<file path="src/rtl/sfft_pkg.sv">
// Shared definitions for the SFFT result-port reader.
// Holds the FFT geometry and output width used by the SFFT pipeline, and the
// reader FSM state encoding. Also holds the width of the read-latency
// down-counter, which is sized for latencies 1..4.
package sfft_pkg;

   localparam int SFFT_NFFT         = 8;
   localparam int SFFT_FREQS        = SFFT_NFFT / 2;
   localparam int SFFT_OUTPUT_WIDTH = 32;
   localparam int SFFT_READ_LAT     = 1;

   // Holds READ_LATENCY-1 for latencies 1..4.
   localparam int RD_CNT_W = 2;

   typedef enum logic [2:0] {
      ST_IDLE    = 3'd0,
      ST_ADDR    = 3'd1,
      ST_WAIT    = 3'd2,
      ST_PRESENT = 3'd3,
      ST_DONE    = 3'd4
   } rd_state_e;

endpackage

</file>
<file path="src/rtl/sfft_peak_tracker.sv">
// Per-frame peak magnitude tracker for the SFFT bin reader.
// The running maximum restarts on 'start'. It takes each 'sample' as a
// saturated magnitude and keeps the lowest index on ties. It publishes the
// result on 'commit' and otherwise holds the previously committed peak.
// Ports:
//   clk, rst_n       : clock, asynchronous active-low reset
//   start            : frame start, clears running max
//   sample           : sample_data/sample_index are a captured bin
//   commit           : frame complete, publish running max
//   sample_data      : signed bin value
//   sample_index     : bin number
//   peak_index/value : committed peak (value is unsigned magnitude)
module sfft_peak_tracker
   import sfft_pkg::*;
#(
   parameter int ADDR_W = 3,
   parameter int DATA_W = SFFT_OUTPUT_WIDTH
) (
   input  logic              clk,
   input  logic              rst_n,
   input  logic              start,
   input  logic              sample,
   input  logic              commit,
   input  logic [DATA_W-1:0] sample_data,
   input  logic [ADDR_W-1:0] sample_index,
   output logic [ADDR_W-1:0] peak_index,
   output logic [DATA_W-1:0] peak_value
);

   localparam logic [DATA_W-1:0] MAG_MAX  = {1'b0, {(DATA_W-1){1'b1}}};
   localparam logic [DATA_W-1:0] MOST_NEG = {1'b1, {(DATA_W-1){1'b0}}};

   logic [DATA_W-1:0] mag;
   logic [DATA_W-1:0] max_val_q, max_val_d;
   logic [ADDR_W-1:0] max_idx_q, max_idx_d;
   logic [DATA_W-1:0] peak_value_q, peak_value_d;
   logic [ADDR_W-1:0] peak_index_q, peak_index_d;

   // Two's complement of the most negative value does not fit, so clamp it.
   always_comb begin
      if (!sample_data[DATA_W-1]) begin
         mag = sample_data;
      end else if (sample_data == MOST_NEG) begin
         mag = MAG_MAX;
      end else begin
         mag = ~sample_data + {{(DATA_W-1){1'b0}}, 1'b1};
      end
   end

   // Starting the max at zero/index 0 gives the same result as loading bin 0
   // unconditionally: strict greater-than keeps index 0 on a zero tie.
   always_comb begin
      max_val_d    = max_val_q;
      max_idx_d    = max_idx_q;
      peak_value_d = peak_value_q;
      peak_index_d = peak_index_q;
      if (start) begin
         max_val_d = '0;
         max_idx_d = '0;
      end else if (sample && (mag > max_val_q)) begin
         max_val_d = mag;
         max_idx_d = sample_index;
      end
      if (commit) begin
         peak_value_d = max_val_q;
         peak_index_d = max_idx_q;
      end
   end

   always_ff @(posedge clk or negedge rst_n) begin
      if (!rst_n) begin
         max_val_q    <= '0;
         max_idx_q    <= '0;
         peak_value_q <= '0;
         peak_index_q <= '0;
      end else begin
         max_val_q    <= max_val_d;
         max_idx_q    <= max_idx_d;
         peak_value_q <= peak_value_d;
         peak_index_q <= peak_index_d;
      end
   end

   assign peak_index = peak_index_q;
   assign peak_value = peak_value_q;

endmodule

</file>
<file path="src/rtl/sfft_bin_reader.sv">
// Read-side consumer of the SFFT pipeline result port.
// On a rising edge of OutputValid the reader sweeps output_address over bins
// 0..FREQS-1. It captures each registered real result and offers it on a
// valid/ready stream. frame_done pulses one cycle after the last transfer.
// If OutputValid drops mid-frame, the sweep is aborted silently.
// Build option: define SFFT_READER_PEAK_EN to include per-frame peak tracking.
// When it is not defined, peak_index and peak_value are tied to 0.
// Ports:
//   clk, reset            : clock, asynchronous active-low reset
//   OutputValid           : pipeline result RAM holds a complete frame
//   SFFT_OutReal          : result at output_address, READ_LATENCY later
//   output_address        : result RAM read address
//   bin_data/bin_index    : captured bin and its number
//   bin_valid/bin_ready   : stream handshake
//   frame_done            : one-cycle pulse after the last bin transfers
//   peak_index/peak_value : largest |bin| of the last completed frame
//
// state   | meaning
// IDLE    | waiting for OutputValid low->high
// ADDR    | output_address driven with the current bin
// WAIT    | READ_LATENCY cycles for the RAM, capture on the last one
// PRESENT | bin_valid high until the bin transfers
// DONE    | frame_done pulse, peak committed
module sfft_bin_reader
   import sfft_pkg::*;
#(
   parameter int NFFT         = SFFT_NFFT,
   parameter int FREQS        = NFFT / 2,
   parameter int ADDR_W       = $clog2(NFFT),
   parameter int DATA_W       = SFFT_OUTPUT_WIDTH,
   parameter int READ_LATENCY = SFFT_READ_LAT
) (
   input  logic              clk,
   input  logic              reset,
   input  logic              OutputValid,
   input  logic [DATA_W-1:0] SFFT_OutReal,
   output logic [ADDR_W-1:0] output_address,
   output logic [DATA_W-1:0] bin_data,
   output logic [ADDR_W-1:0] bin_index,
   output logic              bin_valid,
   input  logic              bin_ready,
   output logic              frame_done,
   output logic [ADDR_W-1:0] peak_index,
   output logic [DATA_W-1:0] peak_value
);

   localparam logic [ADDR_W-1:0]   LAST_BIN = ADDR_W'(FREQS - 1);
   localparam logic [RD_CNT_W-1:0] WAIT_LD  = RD_CNT_W'(READ_LATENCY - 1);

   rd_state_e           state_q, state_d;
   logic [ADDR_W-1:0]   addr_q, addr_d;
   logic [RD_CNT_W-1:0] cnt_q, cnt_d;
   logic [DATA_W-1:0]   bin_data_q, bin_data_d;
   logic [ADDR_W-1:0]   bin_index_q, bin_index_d;
   logic                frame_done_q, frame_done_d;
   logic                ov_q, ov_d;
   logic                ov_prev_q, ov_prev_d;

   logic ov_rise;
   logic last_bin;

   // OutputValid is sampled once, then compared with its previous sample.
   assign ov_rise  = ov_q && !ov_prev_q;
   assign last_bin = (addr_q == LAST_BIN);

   always_comb begin
      state_d      = state_q;
      addr_d       = addr_q;
      cnt_d        = cnt_q;
      bin_data_d   = bin_data_q;
      bin_index_d  = bin_index_q;
      frame_done_d = 1'b0;
      ov_d         = OutputValid;
      ov_prev_d    = ov_q;

      // Abort reacts to the live level so bin_valid drops on the next edge.
      if ((state_q != ST_IDLE) && !OutputValid) begin
         state_d = ST_IDLE;
      end else begin
         case (state_q)
            ST_IDLE: begin
               if (ov_rise) begin
                  state_d = ST_ADDR;
                  addr_d  = '0;
               end
            end
            ST_ADDR: begin
               state_d = ST_WAIT;
               cnt_d   = WAIT_LD;
            end
            ST_WAIT: begin
               if (cnt_q == '0) begin
                  state_d     = ST_PRESENT;
                  bin_data_d  = SFFT_OutReal;
                  bin_index_d = addr_q;
               end else begin
                  cnt_d = cnt_q - RD_CNT_W'(1);
               end
            end
            ST_PRESENT: begin
               if (bin_ready) begin
                  if (last_bin) begin
                     state_d      = ST_DONE;
                     frame_done_d = 1'b1;
                  end else begin
                     state_d = ST_ADDR;
                     addr_d  = addr_q + ADDR_W'(1);
                  end
               end
            end
            ST_DONE: begin
               state_d = ST_IDLE;
            end
            default: begin
               state_d = ST_IDLE;
            end
         endcase
      end
   end

   always_ff @(posedge clk or negedge reset) begin
      if (!reset) begin
         state_q      <= ST_IDLE;
         addr_q       <= '0;
         cnt_q        <= '0;
         bin_data_q   <= '0;
         bin_index_q  <= '0;
         frame_done_q <= 1'b0;
         ov_q         <= 1'b0;
         ov_prev_q    <= 1'b0;
      end else begin
         state_q      <= state_d;
         addr_q       <= addr_d;
         cnt_q        <= cnt_d;
         bin_data_q   <= bin_data_d;
         bin_index_q  <= bin_index_d;
         frame_done_q <= frame_done_d;
         ov_q         <= ov_d;
         ov_prev_q    <= ov_prev_d;
      end
   end

   assign output_address = addr_q;
   assign bin_data       = bin_data_q;
   assign bin_index      = bin_index_q;
   assign bin_valid      = (state_q == ST_PRESENT);
   assign frame_done     = frame_done_q;

`ifdef SFFT_READER_PEAK_EN
   logic pk_start;
   logic pk_sample;
   logic pk_commit;

   // Same conditions as the IDLE->ADDR, WAIT->PRESENT and PRESENT->DONE
   // transitions above, none of which fire while aborting.
   assign pk_start  = (state_q == ST_IDLE) && ov_rise;
   assign pk_sample = (state_q == ST_WAIT) && (cnt_q == '0) && OutputValid;
   assign pk_commit = (state_q == ST_PRESENT) && bin_ready && last_bin && OutputValid;

   sfft_peak_tracker #(
      .ADDR_W (ADDR_W),
      .DATA_W (DATA_W)
   ) u_peak (
      .clk          (clk),
      .rst_n        (reset),
      .start        (pk_start),
      .sample       (pk_sample),
      .commit       (pk_commit),
      .sample_data  (SFFT_OutReal),
      .sample_index (addr_q),
      .peak_index   (peak_index),
      .peak_value   (peak_value)
   );
`else
   assign peak_index = '0;
   assign peak_value = '0;
`endif

endmodule

</file>
<file path="config.mk">
export PLATFORM = sky130hd
export DESIGN_NAME = sfft_bin_reader
export DESIGN_NICKNAME = d
export VERILOG_FILES = /design/src/rtl/sfft_pkg.sv /design/src/rtl/sfft_peak_tracker.sv /design/src/rtl/sfft_bin_reader.sv
export SDC_FILE = /design/constraint.sdc
export NUM_CORES = 1
export LEC_CHECK = 0
export CAP_MARGIN = 20
export CORE_MARGIN = 3
export CORE_UTILIZATION = 30
export DETAILED_ROUTE_END_ITERATION = 7
export GPL_TIMING_DRIVEN = 0
export PLACE_DENSITY = 0.72
export SYNTH_ARGS = -nofsm -noshare
export SYNTH_HDL_FRONTEND = slang
export SYNTH_SLANG_ARGS = --single-unit
</file>
<file path="constraint.sdc">
create_clock -name clk -period 1.95 [get_ports clk]
set_clock_uncertainty 0.1 [all_clocks]
set_input_delay 0.195 -clock clk [delete_from_list [all_inputs] [get_ports clk]]
set_output_delay 0.195 -clock clk [all_outputs]
set_load 0.01 [all_outputs]
</file>
* Yosys cells after proc, flatten, opt, wreduce, memory -nomap -nowiden *
Cells that the tools add are included.

operators by class
  add/subtract/negate cells = 2
  equal/unequal tests = 11
  multiplexer cells = 16
  bitwise gates (word level) = 1
  reduce and logical (&&, ||, !) cells = 13

operators with widths
  cell                                                    number
  two-way mux 3 bit                                       8
  case mux 3 bit (4 select lines)                         1
  equality test 3 x 2 -> 1 bit (second input constant)    3
  AND reduction 3 bit                                     3
  inequality test 2 bit (second input constant)           3
  inequality test 3 bit (second input constant)           2
  case mux 3 bit (2 select lines)                         1
  AND reduction 5 bit                                     1
  two-way mux 1 bit                                       4
  case mux 2 bit (2 select lines)                         1
  nonzero test 2 bit                                      2
  adder 3 x 1 -> 3 bit (second input constant)            1
  equality test 3 x 1 -> 1 bit (second input constant)    1
  logical NOT 3 bit                                       1
  inequality test 3 x 1 -> 1 bit (second input constant)  1
  nonzero test 3 bit                                      1
  logical AND 1 bit                                       2
  logical NOT 1 bit                                       2
  logical NOT 2 bit                                       1
  two-way mux 2 bit                                       1
  inequality test 2 x 1 -> 1 bit (second input constant)  1
  subtractor 2 x 1 -> 2 bit (second input constant)       1
  NOT 1 bit                                               1

word-level totals
  register bits = 46

* Longest topological paths before layout *
Gate-level depths: netlist of run 1.

  depth in word-level cells = 5
  depth in mapped cells = 5
  gate-level depth less buffers = 5

* Least setup slack after synthesis of run 1 *
Ideal clock, no wire load.

  kind = reg2reg
  from = reg addr_q[0] (netlist: output_address[0])
  to = reg addr_q[1] (netlist: output_address[1])
  setup time = 0.144 ns
  data arrival time = 1.448 ns
  required time = 1.706 ns
  setup slack = 0.259 ns
  cell stages (with the launch flop) = 6
  path buffers = 0
  period minus slack after synthesis = 1.691 ns
  cell sequence = dfrtp_1 > ha_1 > ha_1 > a21bo_2 > a221oi_2 > o221ai_1

on the way
  longest elaborated chain between the ends = 4
  elaborated cells between the ends (all ways) = 7

ends and longest elaborated chain
  element                          RTL line                source
  from (decl)                      sfft_bin_reader.sv:51   logic [ADDR_W-1:0] addr_q, addr_d;
  from (signal assigned)           sfft_bin_reader.sv:133  addr_q <= addr_d;
  adder 3 x 1 -> 3 bit             sfft_bin_reader.sv:107  addr_d = addr_q + ADDR_W'(1);
  two-way mux 3 bit                sfft_bin_reader.sv:102  if (last_bin) begin
  two-way mux 3 bit                sfft_bin_reader.sv:101  if (bin_ready) begin
  case mux 3 bit (2 select lines)  sfft_bin_reader.sv:80   case (state_q)

Several ways; a longest one is shown, not always the timed one. The select of a mux whose other input is x is not followed.
A chain may end at the register's enable or synchronous reset.

* Worst setup path after layout of run 1 *
  from = reg addr_q[0] (netlist: output_address[0])
  to = reg addr_q[2] (netlist: output_address[2])

The elaborated chain is that of the path after synthesis.

==> impl_metrics.json, run 1 <==
{
  "rrSetupSlack_ns": 0.11,
  "synthSimpleGateAreaFrac_pct": 6.27,
  "nNetsFinal": 325,
  "grt_use_total_pct": 10.8,
  "cts_tree": "built",
  "cts_sinks": 46,
  "clock_latency_ns": 0.29,
  "intPower_mw": 3.11,
  "crit_fanout": 4,
  "final_cell_count_no_fill": 386,
  "finalSetupViolations": 0,
  "portBuffers": 75,
  "fin_util_pct": 46.9,
  "cts_max_level": 2,
  "final_cell_mix": "74 x clkdlybuf4s50_1, 44 x dfrtp_1, 37 x buf_4, 35 x conb_1, 30 x mux2_4",
  "antenna_cells": 0,
  "pwr-share-clk_pct": 16.0,
  "place_hpwl_um": 3540,
  "r2r_end": "output_address[2]",
  "powerDensity_mw_per_mm2": 1280,
  "fp.dieW_um": 93.5,
  "routedWlPerCell_um": 12.2,
  "root_buffer": "clkbuf_8",
  "drc": 0,
  "vias_per_cell": 4.03,
  "drtIter0Drc": 24,
  "ir_worst_vdd_v": 0.000475,
  "coreArea_mm2": 0.00733,
  "syn-instance-count": 168,
  "status": "completed",
  "reg2reg_depth": 5,
  "synth_cell_type_count": 32,
  "critPathArrivalTime_ns": 1.89,
  "syn_area_per_cell_um2": 13.7,
  "p_seq_share_pct": 36.9,
  "start_util_pct": 31.3,
  "synth-compound-area-share_pct": 5.07,
  "path_clk_slew_ns": 0.09,
  "max_freq_mhz": 544,
  "combinationalPowerShare_pct": 47.1,
  "grt_pass1_vias": 1550,
  "vias": 1554,
  "synth_top_family_by_area": "multiplexers",
  "die_h_um": 93.5,
  "drive_gt1_share_pct": 31.7,
  "syn-cell-area_mm2": 0.00229,
  "maxSlewViolCount": 0,
  "worstPathRequired_ns": 2.01,
  "synth.mux.area_fraction_pct": 22.1,
  "gp_congestion": 0.738,
  "setup.worst_path.class": "reg2reg",
  "ant_nets": 0,
  "p_leak_nw": 1.69,
  "min_period_ns": 1.84,
  "grt_pass1_wl_um": 7490,
  "pin_count": 111,
  "critPathLaunchType": "flip-flop",
  "ys_ff_latch": 46,
  "die_area_mm2": 0.00873,
  "synthXorXnorAreaFrac_pct": 0,
  "worstSetupEndpointType": "flip-flop",
  "numPlacedInstances": 377,
  "numCtsBuffers": 5,
  "ys_seq_area_share_pct": 50.2,
  "fin_crit_sh_pct": 94.2,
  "swShare_pct": 29.2,
  "routed_wl_um": 4700,
  "grt.overflow.total": 0,
  "num_rows": 31,
  "grt_max_degree": 32,
  "drt_first_pass_iters": 4,
  "area_growth_pct": 49.9,
  "timing.final.hold_violations": 0,
  "antenna_found_initial": 0,
  "rsz0062_at_grt": "no",
  "yosysWarningCount": 0,
  "max-cap-violations": 0,
  "switching_power_mw": 1.28,
  "r2r_start": "output_address[0]",
  "yosys.area_share.adder_pct": 1.64,
  "clock_path_buffers": 2,
  "hold_class": "in2async",
  "layout_commonest_cell": "clkdlybuf4s50_1"
}
## synthesized netlist by cell type
library cell  number  area share, %
o221ai_1           2           0.76
nor2_2             1           0.27
nand4_4            1           0.93
nor4b_1            1           0.38
a21oi_1            1           0.22
o211a_1            1           0.44
nor3b_1            1           0.33
nand2_1            4           0.65
and3b_1            1           0.38
o21ai_0            2           0.44
nor2b_1            3           0.82
a22oi_1            1           0.33
a21bo_2            1           0.44
nor3_1             3           0.65
a221oi_2           1           0.65
a22o_1             2           0.76
ha_1               3            1.6
or3_1              1           0.27
a221oi_1           1           0.38
clkbuf_1           1           0.16
buf_4             35             11
nand3b_1           1           0.33
buf_2              1           0.22
a21o_1             2           0.65
buf_6              3            1.5
inv_1              8            1.3
conb_1             1           0.16
mux2_2             5            2.5
or4b_4             1           0.60
nand3_1            3           0.65
mux2_4            30             20
dfrtp_1           46             50
## registers in the layout (all words and copies together) (netlist names)
register        cells
ov_prev_q           1
cnt_q               2
frame_done          1
bin_index           3
state_q             3
output_address      3
bin_data           32
ov_prev_d           1
## cell families after synthesis
| kind of cell | count (synthesis) |
|---|---|
| buf+inv | 48 |
| compound gates | 14 |
| fa+ha+maj | 3 |
| simple gates | 21 |
| flops | 46 |
| mux | 35 |
| other cells | 1 |
## through the flow
step                TNS (ns)  area [um^2]  power, mW  setup WS, ns  hold WS, ns
detailed placement         0         3310       3.71        0.0644       0.0531
global placement      -34.61         3300       3.67        -0.755        0.254
floorplan                  0         2420       2.69         0.259       -0.201
CTS                        0         3430       4.46        0.0172        0.253
global route               0         3440       4.65        0.0102        0.286
finish                     0         3440       4.39         0.113        0.253
## power groups by stage
stage | Combinational (mW) | Sequential [mW] | Clock [mW]
2_1_floorplan | 0.911 | 1.78 | 0
3_3_place_gp | 2.07 | 1.60 | 0
3_5_place_dp | 2.09 | 1.62 | 0
4_1_cts | 2.08 | 1.63 | 0.741
5_1_grt | 2.21 | 1.68 | 0.765
6_report | 2.07 | 1.62 | 0.702
## metal layers
layer	share of wire [%]	vias to the layer above	track usage, %	wire length (um)
li1	-	743	-	-
met1	45	736	14.2	2110
met2	47	70	17.1	2190
met3	7.8	5	3.30	368
met4	0.70	0	2.93	33
met5	0	-	0	0
## worst max path at each step
stage,start,endpoint,slack (ns),cells after the start
global route,output_address[0],output_address[2],0.01,5
floorplan,output_address[0],output_address[1],0.26,5
finish,output_address[0],output_address[2],0.11,5
CTS,state_q[1],bin_valid,0.02,3
detailed placement,OutputValid,bin_data[25],0.06,4
global placement,reset,bin_data[6],-0.76,1
## critical path, cell delays in order, from the launching register on
cell	delay, ns
dfrtp_1	0.44
ha_1	0.23
ha_1	0.22
a21bo_2	0.23
a221oi_2	0.31
o221ai_1	0.18
## timing repair
item                                    in CTS  in global routing
endpoints found under the setup margin       1                  1
hold buffers                                 1                  0
resized for setup                            3                  0
setup buffers                                0                  1
endpoints found under the hold margin       15                  0
gates cloned                                 0                  0
## final cells by class
type | instances | area [um^2]
timing repair buffer | 78 | 783
fill | 643 | 3890
multi-input combinational | 108 | 936
inverter | 8 | 30.0
sequential | 46 | 1150
tap | 99 | 124
clock inverter | 2 | 37.5
buffer | 39 | 304
clock buffer | 6 | 72.6
Power figures use the tool's default switching activity.
==> run 2: changes to the inputs <==
Settings changed: SKIP_LAST_GASP from default to 1.
==> results of run 2 <==
The final DEF is identical to that of run 1; final timing and power are the same.
